<file path="config.mk">
export PLATFORM = sky130hd
export DESIGN_NAME = mem_word_adapter
export DESIGN_NICKNAME = d
export VERILOG_FILES = /design/src/rtl/mem_word_adapter.sv
export SDC_FILE = /design/constraint.sdc
export NUM_CORES = 1
export LEC_CHECK = 0
export ABC_AREA = 1
export BUFFER_PORTS_ARGS = -buffer_cell sky130_fd_sc_hd__buf_2
export CORE_ASPECT_RATIO = 1.5
export CORE_MARGIN = 2
export CORE_UTILIZATION = 40
export CTS_BUF_LIST = sky130_fd_sc_hd__clkbuf_4 sky130_fd_sc_hd__clkbuf_8
export DETAILED_ROUTE_END_ITERATION = 10
export GPL_TIMING_DRIVEN = 0
export PLACE_DENSITY = 0.66
export SLEW_MARGIN = 20
export SYNTH_ARGS = -nofsm -noshare
export SYNTH_HDL_FRONTEND = slang
export SYNTH_SLANG_ARGS = --single-unit
</file>
<file path="constraint.sdc">
create_clock -name clk -period 3.11 [get_ports clk]
set_input_delay 0.622 -clock clk [delete_from_list [all_inputs] [get_ports clk]]
set_output_delay 0.622 -clock clk [all_outputs]
set_load 0.1 [all_outputs]
</file>
<file path="src/rtl/mem_word_adapter.sv">
// mem_word_adapter: turns byte/half/word load/store requests from the JVM core
// into a sequence of single-byte transactions on the byte-wide memory block.
// Multi-byte accesses are big-endian: the byte at the request address is the
// most significant byte of the value.
// Optional feature: define MISALIGN_TRAP_EN to reject misaligned half/word
// accesses with an error response. Without it, any alignment is accepted and
// accesses that run past the top of memory wrap to address 0.
module mem_word_adapter #(
  parameter int unsigned ADDRESS_WIDTH = 8
) (
  input  logic                     clk,
  input  logic                     reset,
  input  logic                     req_valid,
  output logic                     req_ready,
  input  logic                     req_rwn,
  input  logic [1:0]               req_size,
  input  logic [ADDRESS_WIDTH-1:0] req_addr,
  input  logic [31:0]              req_wdata,
  output logic                     resp_valid,
  output logic [31:0]              resp_rdata,
  output logic                     resp_err,
  output logic                     mem_start,
  output logic                     mem_rwn,
  output logic [ADDRESS_WIDTH-1:0] mem_address,
  output logic [31:0]              mem_data_in,
  input  logic [7:0]               mem_data_out,
  input  logic                     mem_ready
);

  localparam int unsigned DATA_W = 32;
  localparam int unsigned BYTE_W = 8;
  localparam int unsigned BEAT_W = 3;

  typedef enum logic [2:0] {
    IDLE,
    ISSUE,
    SETTLE,
    WAIT,
    DONE
  } state_t;

  state_t                   state_q;
  state_t                   state_d;

  logic                     rwn_q;
  logic [ADDRESS_WIDTH-1:0] addr_q;
  logic [DATA_W-1:0]        wdata_q;
  logic [BEAT_W-1:0]        beats_q;
  logic [DATA_W-1:0]        asm_q;
  logic                     err_q;

  logic [BEAT_W-1:0]        beats_c;
  logic [DATA_W-1:0]        wdata_aligned_c;
  logic                     misalign_c;
  logic                     req_err_c;
  logic                     beat_done_c;

  // Alignment check on the incoming request (only when the trap is built in)
`ifdef MISALIGN_TRAP_EN
  assign misalign_c = ((req_size == 2'd1) && req_addr[0]) ||
                      ((req_size == 2'd2) && (req_addr[1:0] != 2'b00));
`else
  assign misalign_c = 1'b0;
`endif

  assign req_err_c   = (req_size == 2'd3) || misalign_c;
  assign beat_done_c = (state_q == WAIT) && mem_ready;

  // Beat count and store data left-justified so the next byte is always [31:24]
  always_comb begin
    beats_c         = BEAT_W'(4);
    wdata_aligned_c = req_wdata;
    case (req_size)
      2'd0: begin
        beats_c         = BEAT_W'(1);
        wdata_aligned_c = {req_wdata[7:0], 24'h000000};
      end
      2'd1: begin
        beats_c         = BEAT_W'(2);
        wdata_aligned_c = {req_wdata[15:0], 16'h0000};
      end
      default: begin
        beats_c         = BEAT_W'(4);
        wdata_aligned_c = req_wdata;
      end
    endcase
  end

  // FSM state register
  always_ff @(posedge clk) begin
    if (reset) begin
      state_q <= IDLE;
    end else begin
      state_q <= state_d;
    end
  end

  // FSM next-state and handshake outputs
  always_comb begin
    state_d    = state_q;
    req_ready  = 1'b0;
    mem_start  = 1'b0;
    resp_valid = 1'b0;
    case (state_q)
      IDLE: begin
        req_ready = 1'b1;
        if (req_valid) begin
          state_d = req_err_c ? DONE : ISSUE;
        end
      end
      ISSUE: begin
        if (mem_ready) begin
          mem_start = 1'b1;
          state_d   = SETTLE;
        end
      end
      SETTLE: begin
        // memory drops ready only on the cycle after start, so skip one cycle
        state_d = WAIT;
      end
      WAIT: begin
        if (mem_ready) begin
          state_d = (beats_q == BEAT_W'(1)) ? DONE : ISSUE;
        end
      end
      DONE: begin
        resp_valid = 1'b1;
        state_d    = IDLE;
      end
      default: begin
        state_d = IDLE;
      end
    endcase
  end

  // Request latch, address/data stepping and load-data assembly
  always_ff @(posedge clk) begin
    if (reset) begin
      rwn_q   <= 1'b0;
      addr_q  <= '0;
      wdata_q <= '0;
      beats_q <= '0;
      asm_q   <= '0;
      err_q   <= 1'b0;
    end else begin
      if ((state_q == IDLE) && req_valid) begin
        rwn_q   <= req_rwn;
        addr_q  <= req_addr;
        wdata_q <= wdata_aligned_c;
        beats_q <= beats_c;
        asm_q   <= '0;
        err_q   <= req_err_c;
      end else if (beat_done_c) begin
        if (rwn_q) begin
          asm_q <= {asm_q[DATA_W-BYTE_W-1:0], mem_data_out};
        end
        addr_q  <= addr_q + ADDRESS_WIDTH'(1);
        wdata_q <= {wdata_q[DATA_W-BYTE_W-1:0], BYTE_W'(0)};
        beats_q <= beats_q - BEAT_W'(1);
      end else if (state_q == DONE) begin
        err_q <= 1'b0;
      end
    end
  end

  // Memory-side and response drives come straight from the registers
  assign mem_rwn     = rwn_q;
  assign mem_address = addr_q;
  assign mem_data_in = {24'h000000, wdata_q[DATA_W-1:DATA_W-BYTE_W]};
  assign resp_rdata  = asm_q;
  assign resp_err    = err_q;

endmodule
</file>
==> metrics <==
critical setup path kind=reg2out; VDD IR-drop max=462 uV; synthesized area=between 3000 and 4000 um2; Post-Syn Area per Cell=6.80 um2; CTS clk-pin slew, worst paths=about 0.08 ns; slowest stage delay, CP=approximately 0.44 ns; initial antenna violation count=0; critical path peak fanout=5; Via density=just under 5; die area=10800 um2; vias=between 4000 and 5000; Max Clock Skew=roughly 0.0075 ns; GRT Total Usage=21.3%; max-cap violations=0; critical-path cell list=nor2_4, nand2_1, nor2_1, buf_2; WP data arrival=about 1.6 ns; largest net degree at the start of global routing=15; Ports=between 100 and 150; worst-skew pair later-pin latency=between 0.3 and 0.4 ns; Inserted Clock Buffers=9; clock root cell=clkbuf_8; post-synthesis cell type count=30; CP max stage cell=buf_2; Post-DP Area=approximately 4800 um2; Layout area overhead=24.9%; Initial Util=just over 40%; post-CTS setup buffer count=0; worst endpoint required time=roughly 2.5 ns; Die W=about 86 um; worst hold path class=reg2reg; row cnt=44; First DRT Iteration DRCs=about 150; Clock H-tree levels=3; DP HPWL=between 8000 and 9000 um; Congestion Overflow GR=0; nets=between 700 and 800; number of global-route vias before repair=3815; # DRC=0; setup_tns=0 ns; Slew Viols, Final=0; Max clock buf depth=2; routed wire length=about 11000 um; nature of the critical path endpoint=output port; fin area=4980 um2; post-layout min period=approximately 2.2 ns; hold buffers post-CTS=0; Antenna Violating Nets Remaining=0; leakage power=roughly 2.7 nW; drt pass-1 iters=5; CTS Sinks=80; I/O Buffers=around 110; Synth area leaders=dfxtp_1 40%, nand2_1 15%, nor2_1 8.9%; Placer Congestion=0.862; # setup viols final=0; diode count=0; synthesis-stage register bit count=80; unrepaired setup endpoints after global routing=false; CTS tree=yes; Yosys warning count=0; post-cts resize count=0; Synth top area share=approximately 40%; period utilization=70.1%; core region area=slightly below 10000 um2; first-pass GRT wire length=roughly 18000 um; register area share after synthesis=40.2%; Synth Instances=586; Worst Tran Pin Value=roughly 0.56 ns; die height=between 100 and 150 um; status=completed; Synth area leader=dfxtp_1; PwrDens=about 600 nW/um2; max_slew headroom=a little over 60%; Hold Fails Final Rpt=0; Critical Path Start Type=flop; wire per inst=between 10 and 15 um; Highest Clock Rate=around 460 MHz; share of cells above drive strength 1=between 20% and 30%
[flip-flops by register name, summed over array words and instances, names as in the netlist]
register	flops
resp_rdata	32
wdata_q	32
mem_address	8
beats_q	3
state_q	3
mem_rwn	1
resp_err	1
[final timing paths]
| check | end | startpoint | slack (ns) | cells past startpoint |
|---|---|---|---|---|
| setup / recovery | mem_start | state_q[1]$_SDFFE_PP0P_ | 0.93 | 4 |
| hold / removal | beats_q[1]$_SDFFE_PP0P_ | beats_q[1]$_SDFFE_PP0P_ | 0.47 | 2 |
| setup reg to reg | resp_rdata[22]$_SDFFE_PP0P_ | state_q[1]$_SDFFE_PP0P_ | 1.55 | 6 |
| hold reg to reg | beats_q[1]$_SDFFE_PP0P_ | beats_q[1]$_SDFFE_PP0P_ | 0.47 | 2 |
[kinds of logic after synthesis]
group	after synthesis	share of synthesized area [%]
buf+inv	100	14.5
other cells	1	0.0940
compound gates	84	10.7
simple gates	317	33.4
flops	80	40.2
fa+ha+maj	3	0.941
xor+xnor	1	0.220
[synthesized netlist by cell type (all sizes together)]
cell	n
a31oi	1
nand2	159
dfxtp	80
o21bai	1
nor3	1
o31ai	1
conb	1
ha	3
buf	56
inv	38
nand3	53
xnor2	1
nand4	2
nor2	101
nand3b	1
clkbuf	6
o21ai	54
a21oi	27
[worst max-delay path: cells and delay by family, from the launching register on]
kind / cells / cell delay [ns]
buffers and inverters: 1 / 0.44
DFF: 1 / 0.41
and+or+nand+nor: 3 / 0.35
[cell usage in the layout, fill, tap and decap left out, drive strengths merged]
cell type	n
clkinvlp	3
nand3	53
o31ai	1
o21ai	54
bufinv	2
nand2	159
a31oi	1
a21oi	27
buf	162
clkbuf	16
o21bai	1
inv	39
ha	3
nand3b	1
xnor2	1
nor2	101
nor3	1
conb	24
nand4	2
dfxtp	80
[power breakdown]
group | internal, W | switching (W)
Clock | 0.000477 | 0.000409
Sequential | 0.00110 | 0.0000540
Combinational | 0.000235 | 0.000709
Total | 0.00181 | 0.00117
[metrics by stage]
step	total power (W)	util (%)	instances	hold slack [ns]	setup WS (ns)
finish	0.00298	51.4	846	0.465	0.931
global placement	0.00211	49.1	830	0.446	1.09
CTS	0.00299	51.4	846	0.467	0.924
global route	0.00311	51.4	846	0.480	0.870
floorplan	0.00193	-	609	0.437	0.549
detailed placement	0.00212	49.1	830	0.454	1.10
[area by class of cell]
class | instances | area [um2]
inverter | 38 | 143
sequential | 80 | 1600
timing repair buffer | 106 | 531
buffer | 62 | 434
clock buffer | 10 | 138
clock inverter | 6 | 91.3
fill | 1018 | 4710
multi-input combinational | 429 | 1900
tap | 115 | 144
[layer usage]
layer / vias up / wire length, um / GRT usage (%)
met1: 1806 / 4490 / 24.0
li1: 2077 / - / -
met3: 32 / 759 / 3.54
met2: 154 / 5570 / 37.3
met4: 0 / 493 / 12.1
met5: - / 0 / 0
Power figures use the tool's default switching activity.
